[src/rtl/pipo_arb_pkg.sv]
// Shared types and default parameters for the PIPO load arbiter.
package pipo_arb_pkg;

  typedef enum logic [1:0] {
    IDLE = 2'd0,
    LOAD = 2'd1,
    HOLD = 2'd2
  } arb_state_t;

  localparam int DEF_N_REQ       = 4;
  localparam int DEF_WIDTH       = 8;
  localparam int DEF_HOLD_CYCLES = 3;

endpackage

[src/rtl/pipo_data_reg.sv]
// Parallel-in/parallel-out holding register shared by all requesters.
module pipo_data_reg #(
  parameter int WIDTH = 8
) (
  input  logic             i_clk,
  input  logic             i_rst,
  input  logic             i_load,
  input  logic [WIDTH-1:0] i_din,
  output logic [WIDTH-1:0] o_q
);

  logic [WIDTH-1:0] r_q;

  // Capture the word on load; otherwise keep the last loaded word.
  always_ff @(posedge i_clk) begin
    if (i_rst) begin
      r_q <= '0;
    end else if (i_load) begin
      r_q <= i_din;
    end
  end

  assign o_q = r_q;

endmodule

[src/rtl/pipo_load_arbiter.sv]
// Round-robin arbiter that loads one requester's word into the shared
// PIPO register and holds it valid for HOLD_CYCLES cycles.
//
//   state | meaning
//   IDLE  | waiting; samples req_valid and picks the winner
//   LOAD  | one cycle; gnt to owner, register captures owner's word
//   HOLD  | q_valid high, counter runs HOLD_CYCLES-1 down to 0
module pipo_load_arbiter
  import pipo_arb_pkg::*;
#(
  parameter int N_REQ       = DEF_N_REQ,
  parameter int WIDTH       = DEF_WIDTH,
  parameter int HOLD_CYCLES = DEF_HOLD_CYCLES
) (
  input  logic                     i_clk,
  input  logic                     i_rst,
  input  logic [N_REQ-1:0]         i_req_valid,
  input  logic [N_REQ*WIDTH-1:0]   i_req_data,
  output logic [N_REQ-1:0]         o_gnt,
  output logic [WIDTH-1:0]         o_q,
  output logic                     o_q_valid,
  output logic [$clog2(N_REQ)-1:0] o_owner
);

  localparam int IDX_W = $clog2(N_REQ);
  localparam int CNT_W = $clog2(HOLD_CYCLES + 1);
  localparam logic [CNT_W-1:0] CNT_INIT = CNT_W'(HOLD_CYCLES - 1);
  localparam logic [IDX_W-1:0] IDX_LAST = IDX_W'(N_REQ - 1);

  arb_state_t       r_state;
  arb_state_t       w_state_nxt;
  logic [IDX_W-1:0] r_owner;
  logic [IDX_W-1:0] r_ptr;
  logic [CNT_W-1:0] r_cnt;
  logic [IDX_W-1:0] w_pick;
  logic             w_any_req;
  logic             w_load;
  logic [WIDTH-1:0] w_din;

  // First requester at or after ptr, wrapping modulo N_REQ.
  function automatic logic [IDX_W-1:0] rr_pick(
    input logic [N_REQ-1:0] req,
    input logic [IDX_W-1:0] ptr
  );
    logic [IDX_W-1:0] pick;
    logic             found;
    int               idx;
    pick  = '0;
    found = 1'b0;
    for (int i = 0; i < N_REQ; i++) begin
      idx = (int'(ptr) + i) % N_REQ;
      if (!found && req[idx]) begin
        pick  = IDX_W'(idx);
        found = 1'b1;
      end
    end
    return pick;
  endfunction

  assign w_any_req = |i_req_valid;
  assign w_pick    = rr_pick(i_req_valid, r_ptr);
  assign w_din     = i_req_data[r_owner*WIDTH +: WIDTH];

  // State register.
  always_ff @(posedge i_clk) begin
    if (i_rst) begin
      r_state <= IDLE;
    end else begin
      r_state <= w_state_nxt;
    end
  end

  // Next-state logic; requests are only looked at in IDLE.
  always_comb begin
    w_state_nxt = r_state;
    case (r_state)
      IDLE:    if (w_any_req) w_state_nxt = LOAD;
      LOAD:    w_state_nxt = HOLD;
      HOLD:    if (r_cnt == '0) w_state_nxt = IDLE;
      default: w_state_nxt = IDLE;
    endcase
  end

  // Moore outputs decoded from state and registered owner.
  always_comb begin
    o_gnt     = '0;
    w_load    = 1'b0;
    o_q_valid = 1'b0;
    case (r_state)
      LOAD: begin
        o_gnt[r_owner] = 1'b1;
        w_load         = 1'b1;
      end
      HOLD:    o_q_valid = 1'b1;
      default: ;
    endcase
  end

  // Winner/pointer capture on IDLE->LOAD and hold-window down-counter.
  always_ff @(posedge i_clk) begin
    if (i_rst) begin
      r_owner <= '0;
      r_ptr   <= '0;
      r_cnt   <= '0;
    end else begin
      if (r_state == IDLE && w_any_req) begin
        r_owner <= w_pick;
        r_ptr   <= (w_pick == IDX_LAST) ? '0 : w_pick + IDX_W'(1);
      end
      if (r_state == LOAD) begin
        r_cnt <= CNT_INIT;
      end else if (r_state == HOLD && r_cnt != '0) begin
        r_cnt <= r_cnt - CNT_W'(1);
      end
    end
  end

  assign o_owner = r_owner;

  pipo_data_reg #(
    .WIDTH(WIDTH)
  ) u_data_reg (
    .i_clk  (i_clk),
    .i_rst  (i_rst),
    .i_load (w_load),
    .i_din  (w_din),
    .o_q    (o_q)
  );

endmodule

[config.mk]
export PLATFORM = sky130hd
export DESIGN_NAME = pipo_load_arbiter
export DESIGN_NICKNAME = d
export VERILOG_FILES = /design/src/rtl/pipo_arb_pkg.sv /design/src/rtl/pipo_data_reg.sv /design/src/rtl/pipo_load_arbiter.sv
export SDC_FILE = /design/constraint.sdc
export NUM_CORES = 1
export LEC_CHECK = 0
export CORE_ASPECT_RATIO = 1.2
export CORE_MARGIN = 3
export CORE_UTILIZATION = 38
export DETAILED_ROUTE_END_ITERATION = 8
export GPL_ROUTABILITY_DRIVEN = 0
export HOLD_SLACK_MARGIN = 0.1
export PLACE_DENSITY = 0.8
export SLEW_MARGIN = 30
export SYNTH_ARGS = -nofsm -noshare
export SYNTH_HDL_FRONTEND = slang
export SYNTH_SLANG_ARGS = --single-unit
export TNS_END_PERCENT = 20
[constraint.sdc]
create_clock -name i_clk -period 1.59 [get_ports i_clk]
set_input_delay 0.318 -clock i_clk [delete_from_list [all_inputs] [get_ports i_clk]]
set_output_delay 0.318 -clock i_clk [all_outputs]
set_load 0.005 [all_outputs]
# Word-level counts from Yosys, hierarchy flattened
# Index checks and enable logic that the tools add are counted.
totals:
  reg_bits: 16
  elab_cells: 74
  out_inout_bits: 15
classes:
  n_bitwise: 3
  shifts: 1
  n_addsub: 5
  eq_ne: 5
  n_reduce_logical: 19
  n_lt_le_gt_ge: 6
  n_mux: 29
op_table:
  columns: ["cell", "n"]
  rows:
  - ["32-bit by 6-bit variable part select with 8-bit output", 1]
  - ["2-bit two-way mux", 9]
  - ["1-bit two-way mux", 13]
  - ["3-bit by 4-bit less-than comparator with 1-bit output, second input constant", 3]
  - ["1-bit binary-select mux with 2-bit select", 4]
  - ["2-bit OR reduction", 4]
  - ["1-bit logical AND", 6]
  - ["2-bit by 3-bit less-than comparator with 1-bit output, second input constant", 2]
  - ["2-bit one-hot mux with 3 select lines", 1]
  - ["2-bit by 1-bit adder with 2-bit output, second input constant", 2]
  - ["2-bit adder, second input constant", 2]
  - ["2-bit equality test, second input constant", 2]
  - ["2-bit logical NOT", 2]
  - ["4-bit two-way mux", 1]
  - ["2-bit != test, second input constant", 2]
  - ["2-bit nonzero test", 2]
  - ["4-bit OR reduction", 1]
  - ["1-bit bitwise AND, first input constant", 3]
  - ["1-bit logical NOT", 3]
  - ["1-bit demux with 2-bit select", 1]
  - ["2-bit by 1-bit equality test with 1-bit output, second input constant", 1]
  - ["2-bit by 1-bit >= comparator with 1-bit output, second input constant", 1]
  - ["2-bit AND reduction", 1]
  - ["2-bit by 1-bit subtractor with 2-bit output, second input constant", 1]

# Longest topological paths before layout
# Gate-level depths: netlist (run 1).
logic_depth:
  depth_word: 16
  depth_mapped: 7
  depth_no_buf: 7

# Modules after synthesis
# A second synthesis (run 1) with hierarchy kept.
unflattened:
  hier_cells: 105
  area_unflattened_um2: 1008.5
modules_own_cells:
  columns: ["module", "area_per_inst_um2", "n_inst", "cells_each", "seq_area_each_um2"]
  rows:
  - ["pipo_load_arbiter", 723.2, 1, 79, 160.2]
  - ["pipo_data_reg", 285.3, 1, 26, 160.2]

# Worst setup path after synthesis (run 1)
# Ideal clock, no wire load.
synth_timing:
  path_kind: "flip-flop to output port"
  from: "register r_state[0]"
  to: "output o_gnt[3]"
  stages_incl_launch_ff: 5
  t_arrival_ps: 1156
  slack_ps: 116
  path_buffers: 2
  cell_sequence: "dfxtp_1 -> clkbuf_1 -> nor2b_1 -> clkbuf_1 -> and3_1"
synth_via:
  elab_chain_len: 2
synth_lines:
  columns: ["item", "line", "rtl"]
  rows:
  - ["from (decl)", "pipo_load_arbiter.sv:30", "arb_state_t r_state;"]
  - ["from (signal assigned)", "pipo_load_arbiter.sv:69", "r_state <= w_state_nxt;"]
  - ["2-bit by 1-bit equality test with 1-bit output", "pipo_load_arbiter.sv:89", "case (r_state)"]
  - ["4-bit two-way mux", "pipo_load_arbiter.sv:89", null]
  - ["to (decl)", "pipo_load_arbiter.sv:19", "output logic [N_REQ-1:0] o_gnt,"]
# No other way between the ends.

# Worst setup path in the final report (run 1)
layout_timing:
  from: "register r_state[1]"
  to: "register r_owner[0] (netlist: o_owner[0])"
layout_via:
  elab_chain_len: 2
layout_lines:
  columns: ["item", "line", "rtl"]
  rows:
  - ["2-bit logical NOT", "pipo_load_arbiter.sv:106", "if (r_state == IDLE && w_any_req) begin"]
  - ["1-bit logical AND", "pipo_load_arbiter.sv:106", null]
  - ["to (signal assigned)", "pipo_load_arbiter.sv:107", "r_owner <= w_pick;"]
  - ["to (decl)", "pipo_load_arbiter.sv:32", "logic [IDX_W-1:0] r_owner;"]
# No other way between the ends.
# A chain may end at the register's enable or synchronous reset.

==> flow_summary.json, run 1 <==
{
  "cts.path.max_buffers": 2,
  "skew_ns": 0.005805,
  "post_synth_most_frequent_cells": "sky130_fd_sc_hd__nand2_1, sky130_fd_sc_hd__a21oi_1, sky130_fd_sc_hd__dfxtp_1, sky130_fd_sc_hd__mux4_2, sky130_fd_sc_hd__inv_1",
  "cts.reportedPaths.clkPinSlew_ns": 0.09,
  "p_leak_uw": 0.0007043,
  "timing.critical_path.from_type": "flip-flop",
  "setup_repair_after_global_routing_missed_its_margin": "true",
  "drt_pass1_iterations": 4,
  "globalRoute.busiestLayer": "met2",
  "postSynthCellCount": 107,
  "cts_tree": "built",
  "place.port_buffers": 52,
  "max_capacitance_violation_count": 0,
  "critical_path.endpoint_type": "flip-flop",
  "grt_start_max_net_pins": 12,
  "post_route_cells_drive_above_1_share_pct": 25.15,
  "placementRows": 19,
  "clock.fmax_mhz": 628.0,
  "min_path_type": "flip-flop to flip-flop",
  "met2_usage_pct": 43.64,
  "timing.final.max_slew_violations": 0,
  "synth_top_area_share_pct": 34.00,
  "fin_ws_ns": -0.002467,
  "final_cell_count_no_fill": 202,
  "cell_with_the_most_instances_after_synthesis": "sky130_fd_sc_hd__nand2_1",
  "worstPathCellList": "buf_4 > or3_1 > or4_1 > a21oi_1",
  "timing_hold_violations_final": 0,
  "peak_vdd_ir_uv": 540.7,
  "layout_nets": 213,
  "failed_checks": "setup timing",
  "yosysTopAreaCell": "sky130_fd_sc_hd__dfxtp_1",
  "timing_worst_slew_pin_value_ns": 0.3323,
  "synth-edff-count": 0,
  "die_outline_width_um": 51.46,
  "cts-buffers-inserted": 3,
  "antenna_left": 0,
  "crit_path_max_incr_delay_ns": 0.44,
  "design.core.area_mm2": 0.002330,
  "synth_async_sr_flop_share_pct": 0,
  "count_of_vias_placed_by_the_detailed_router": 1067,
  "grt_first_pass_wirelength_um": 5030,
  "grt_antenna_before_repair": 0,
  "cp.arrival_ns": 1.80,
  "drtIter0Drc": 37,
  "postSynth.topFlopCell": "sky130_fd_sc_hd__dfxtp_1",
  "top_level_ports": 53,
  "fin_crit_sh_pct": 100.2,
  "crit_type": "flip-flop to flip-flop",
  "die_height_um": 60.55,
  "period_minus_slack_ns": 1.592,
  "syn_to_final_growth_pct": 76.49,
  "timing.critical_path.slowest_stage_cell": "sky130_fd_sc_hd__or4_1",
  "setup_total_negative_slack_ns": -0.002467,
  "rrSetupSlack_ns": -0.002,
  "yosys_warnings": 0,
  "ctsRootBufferMaster": "sky130_fd_sc_hd__clkbuf_4",
  "outcome": "complete, but fails checks",
  "syn_nets": 147,
  "clk-insertion-delay-late_ns": 0.28,
  "global_route_track_usage_on_met1_pct": 22.62,
  "die-area_mm2": 0.003115,
  "setup_viol": 1,
  "post_synth_num_cell_types": 30,
  "grt_use_met3_pct": 3.440,
  "drcViolationCount": 0,
  "postSynthAreaPerCell_um2": 8.805,
  "cell_count_after_placement": 196,
  "postRouteWirelength_um": 3114,
  "wire_per_inst_um": 15.42,
  "powerDensity_mw_per_mm2": 722.0,
  "max-slew-margin-rel_pct": 77.56,
  "starting_density_of_the_core_pct": 40.44,
  "antenna_diode_count": 0,
  "dp_hpwl_um": 2450,
  "path_max_fanout": 7,
  "first_global_vias": 1107,
  "post_synthesis_cell_area_um2": 942.2,
  "cts_sinks": 16,
  "dominant_delay_contributor_by_cell_family_on_the_critical_path": "simple AND/OR/NAND/NOR gates",
  "fin_util_pct": 71.37,
  "drt-vias-per-instance": 5.282,
  "synth.ff_latch_count": 16,
  "grt_use_total_pct": 22.23,
  "post_synth_main_area_contributors": "sky130_fd_sc_hd__dfxtp_1, sky130_fd_sc_hd__mux4_2, sky130_fd_sc_hd__a21oi_1",
  "globalRouteOverflowTotal": 0,
  "worstPathRequired_ns": 1.80,
  "ys_seq_area_share_pct": 34.00,
  "htreeDepth": 1,
  "critPathBufInv": 1
}
[placed cells by master, fill, tap and decap left out, types with 2 or more instances in the layout]
cell and count:
sky130_fd_sc_hd__inv_1 6, sky130_fd_sc_hd__dfxtp_4 4, sky130_fd_sc_hd__clkdlybuf4s50_1 41, sky130_fd_sc_hd__dfxtp_1 11, sky130_fd_sc_hd__clkdlybuf4s15_1 2, sky130_fd_sc_hd__nor3_1 3
sky130_fd_sc_hd__nor2_1 5, sky130_fd_sc_hd__dlygate4sd2_1 3, sky130_fd_sc_hd__buf_4 16, sky130_fd_sc_hd__mux4_2 8, sky130_fd_sc_hd__dlymetal6s2s_1 4, sky130_fd_sc_hd__ha_1 2
sky130_fd_sc_hd__nand2_1 21, sky130_fd_sc_hd__a21oi_1 15, sky130_fd_sc_hd__clkbuf_4 3, sky130_fd_sc_hd__nor2b_1 2
[final timing paths]
path / startpoint / endpoint / cells after the start
max: r_state[1] / o_owner[0] / 4
min: u_data_reg.o_q[6] / u_data_reg.o_q[6] / 2
max reg2reg: r_state[1] / o_owner[0] / 4
min reg2reg: u_data_reg.o_q[6] / u_data_reg.o_q[6] / 2
[logic make-up after synthesis]
logic type	Yosys count	synth area share, %
AOI/OAI and AO/OA	24	15.54
adders and majority gates	2	2.656
buffers and inverters	14	6.639
DFF	16	34.00
muxes	9	20.19
and+or+nand+nor	42	20.99
[report_power, final]
| group | switching (uW) | internal (uW) |
|---|---|---|
| logic | 195 | 312 |
| clock network | 121 | 87.9 |
| registers | 38.2 | 447 |
[sequential cells by signal, indices dropped and copies added (netlist names)]
name / cells
o_owner: 2
r_cnt: 2
r_ptr: 2
r_state: 2
u_data_reg.o_q: 8
[cell type report]
cell class	instances	area, um2
clock buffer	3	22.52
fill	180	666.9
inverter	6	22.52
multi-input combinational	77	594.3
sequential	16	336.6
tap	31	38.79
timing repair buffer	69	648.1
[worst reg2reg max path, delay by kind of cell (launching register included)]
family                 cells  cell delay (ns)
AOI/OAI and AO/OA          1             0.16
buffers and inverters      1             0.16
DFF                        1             0.37
and+or+nand+nor            2             0.82
[routing by layer]
metal	up-vias	share of wire (%)	routed length (um)
met5	-	0	0
met4	0	1.3	41
met3	4	4.3	134
met2	32	58	1798
met1	518	37	1139
li1	513	-	-
[repair_timing]
item	CTS	global route
hold buffers	0	0
gates resized for setup	21	16
pin swaps	0	1
endpoints found under the setup margin	9	9
setup buffers	2	1
[stage by stage]
step	cell area (um2)	hold WS (ns)	total power, uW	setup WS (ns)
after global placement	1567	0.4427	945.2	-0.2322
final	1663	0.4595	1201	-0.002467
after CTS	1629	0.4607	1186	-0.1127
after global routing	1663	0.4803	1274	-0.03765
after detailed placement	1567	0.4475	967.6	-0.3155
after floorplan	942.2	0.3871	713.4	0.1165
No activity file was read; power rests on OpenSTA's default activity.
==> run 2: changes to the inputs <==
==> constraint.sdc (replaced) <==
create_clock -name i_clk -period 1.76 [get_ports i_clk]
set_input_delay 0.352 -clock i_clk [delete_from_list [all_inputs] [get_ports i_clk]]
set_output_delay 0.352 -clock i_clk [all_outputs]
set_load 0.005 [all_outputs]
==> run 2 against run 1 <==
  * The flow now finishes without violations
  * Cell area down 2.5%
  * Critical path depth unchanged
  * Combinational power down 15%
  * Total power down 12%
  * Non-clock buffer count down 4
  * Core utilization down 1.8 points
  * Critical path type is now flip-flop to primary output
  * Largest power group is now registers
==> flow_summary.json, run 2 (synthesis gave the netlist of run 1 again) <==
{
  "largest_register_ff_count": 8,
  "grt_start_max_net_pins": 12,
  "period_minus_slack_ns": 1.711,
  "cts.path.max_buffers": 2,
  "drcViolationCount": 0,
  "die_height_um": 60.55,
  "wire_per_inst_um": 14.18,
  "setup_slack_at_placement_ns": -0.1869,
  "die-area_mm2": 0.003115,
  "clk-insertion-delay-late_ns": 0.29,
  "final_cell_mix": "sky130_fd_sc_hd__clkdlybuf4s50_1, sky130_fd_sc_hd__nand2_1, sky130_fd_sc_hd__a21oi_1, sky130_fd_sc_hd__buf_4, sky130_fd_sc_hd__dfxtp_1",
  "max_capacitance_violation_count": 0,
  "drt_pass1_iterations": 4,
  "holdCritStartpoint": "u_data_reg.o_q[1]",
  "timing.final.max_slew_violations": 0,
  "worstPathRequired_ns": 1.41,
  "syn_to_final_growth_pct": 72.11,
  "cp.arrival_ns": 1.36,
  "postRouteWirelength_um": 2807,
  "die_outline_width_um": 51.46,
  "timing.critical_path.slowest_stage_cell": "sky130_fd_sc_hd__dfxtp_4",
  "post_route_cells_drive_above_1_share_pct": 20.36,
  "outcome": "finished, final reports clean",
  "count_of_vias_placed_by_the_detailed_router": 1020,
  "place.port_buffers": 52,
  "power.switching_fraction_pct": 28.88,
  "powerDensity_mw_per_mm2": 653.6,
  "placementRows": 19,
  "drt-vias-per-instance": 5.152,
  "skew_ns": 0.004159,
  "cts.reportedPaths.clkPinSlew_ns": 0.09,
  "antenna_left": 0,
  "grt_use_total_pct": 20.02,
  "starting_density_of_the_core_pct": 40.44,
  "power.net_switching_uw": 306.0,
  "antenna_diode_count": 0,
  "ctsRootBufferMaster": "sky130_fd_sc_hd__clkbuf_4",
  "fin_ws_ns": 0.04892,
  "timing_hold_violations_final": 0,
  "timing_worst_slew_pin_value_ns": 0.3137,
  "min_path_type": "flip-flop to flip-flop",
  "design.core.area_mm2": 0.002330,
  "clock.fmax_mhz": 584.4,
  "power.internal_uw": 753.8,
  "cts_sinks": 16,
  "seqPwrFrac_pct": 41.3,
  "worst_setup_path_startpoint": "r_state[1]",
  "timing.critical_path.from_type": "flip-flop",
  "crit_path_max_incr_delay_ns": 0.35,
  "grt_antenna_before_repair": 0,
  "path_max_fanout": 6,
  "p_leak_uw": 0.0006555,
  "setup_repair_after_global_routing_missed_its_margin": "true",
  "cts-buffers-inserted": 3,
  "first_global_vias": 1096,
  "critical_path.endpoint_type": "primary output",
  "worstPathCellList": "buf_4 > nand2b_4 > nor3b_2 > clkdlybuf4s15_1",
  "clock_power_share_pct": 17.9,
  "setup_total_negative_slack_ns": 0,
  "grt_first_pass_wirelength_um": 4595,
  "max-slew-margin-rel_pct": 78.89,
  "dp_hpwl_um": 2331,
  "setup_viol": 0,
  "globalRouteOverflowTotal": 0,
  "r2r-start": "r_ptr[1]",
  "top_level_ports": 53,
  "htreeDepth": 1,
  "leading_cell_type_in_the_layout_fill_and_taps_excluded": "sky130_fd_sc_hd__clkdlybuf4s50_1",
  "peak_vdd_ir_uv": 483.0,
  "fin_crit_sh_pct": 97.22,
  "crit_type": "flip-flop to primary output",
  "layout_nets": 209,
  "share_comb_of_total_power_pct": 40.8,
  "cts_tree": "built",
  "drtIter0Drc": 26
}
run 2: worst max-delay path: cells and delay by family, from the launching register on:
family,cells,cell delay [ns]
buffers and inverters,2,0.37
flip-flops,1,0.35
AND/OR/NAND/NOR,2,0.35
run 2: worst paths after layout:
path / end / slack, ns / depth (start not counted)
max: o_gnt[2] / 0.05 / 4
max reg2reg: r_ptr[0] / 0.29 / 7
min reg2reg: u_data_reg.o_q[1] / 0.47 / 2
min: u_data_reg.o_q[1] / 0.47 / 2
run 2: through the flow:
stage	std cells	cell area, um2	hold slack (ns)	power, uW	utilization (%)
floorplan	107	942.2	0.4211	644.5	-
global placement	194	1551	0.4426	847.2	66.60
detailed placement	194	1551	0.4542	865.5	66.60
CTS	197	1605	0.4662	1065	68.90
global route	198	1622	0.4848	1133	69.60
finish	198	1622	0.4657	1060	69.60
run 2: power by group through the flow:
stage / logic [uW] / registers (uW) / clock network [uW]
3_5_place_dp: 423 / 442 / 0
4_1_cts: 430 / 440 / 195
3_3_place_gp: 407 / 440 / 0
6_report: 432 / 438 / 189
2_1_floorplan: 208 / 437 / 0
5_1_grt: 477 / 443 / 212
run 2: area by class of cell:
type                    instances  area [um2]
clock buffers                   3       22.52
flip-flops and latches         16       332.8
repair buffers                 65       620.6
multi-input cells              77       584.3
inverters                       6       22.52
fillers                       192       708.2
well taps                      31       38.79
run 2: timing repair:
action                     CTS  global route
hold buffers                 0             0
setup buffers                0             1
resized for setup           16             4
setup endpoints to repair    6             2
run 2: routing by layer:
metal | vias up | part of all wire [%] | track usage (%)
li1 | 501 | - | -
met1 | 491 | 39 | 19.88
met2 | 26 | 56 | 38.36
met4 | 0 | 0.89 | 8.240
met5 | - | 0 | 0
met3 | 2 | 4.1 | 6.143
==> run 3: changes to the inputs <==
--- a/config.mk
+++ b/config.mk
@@ -5,6 +5,7 @@
 export SDC_FILE = /design/constraint.sdc
 export NUM_CORES = 1
 export LEC_CHECK = 0
+export CAP_MARGIN = 15
 export CORE_ASPECT_RATIO = 1.2
 export CORE_MARGIN = 3
 export CORE_UTILIZATION = 38
==> results of run 3 <==
Same layout as run 2: the final DEF is identical, and so are final timing and power.
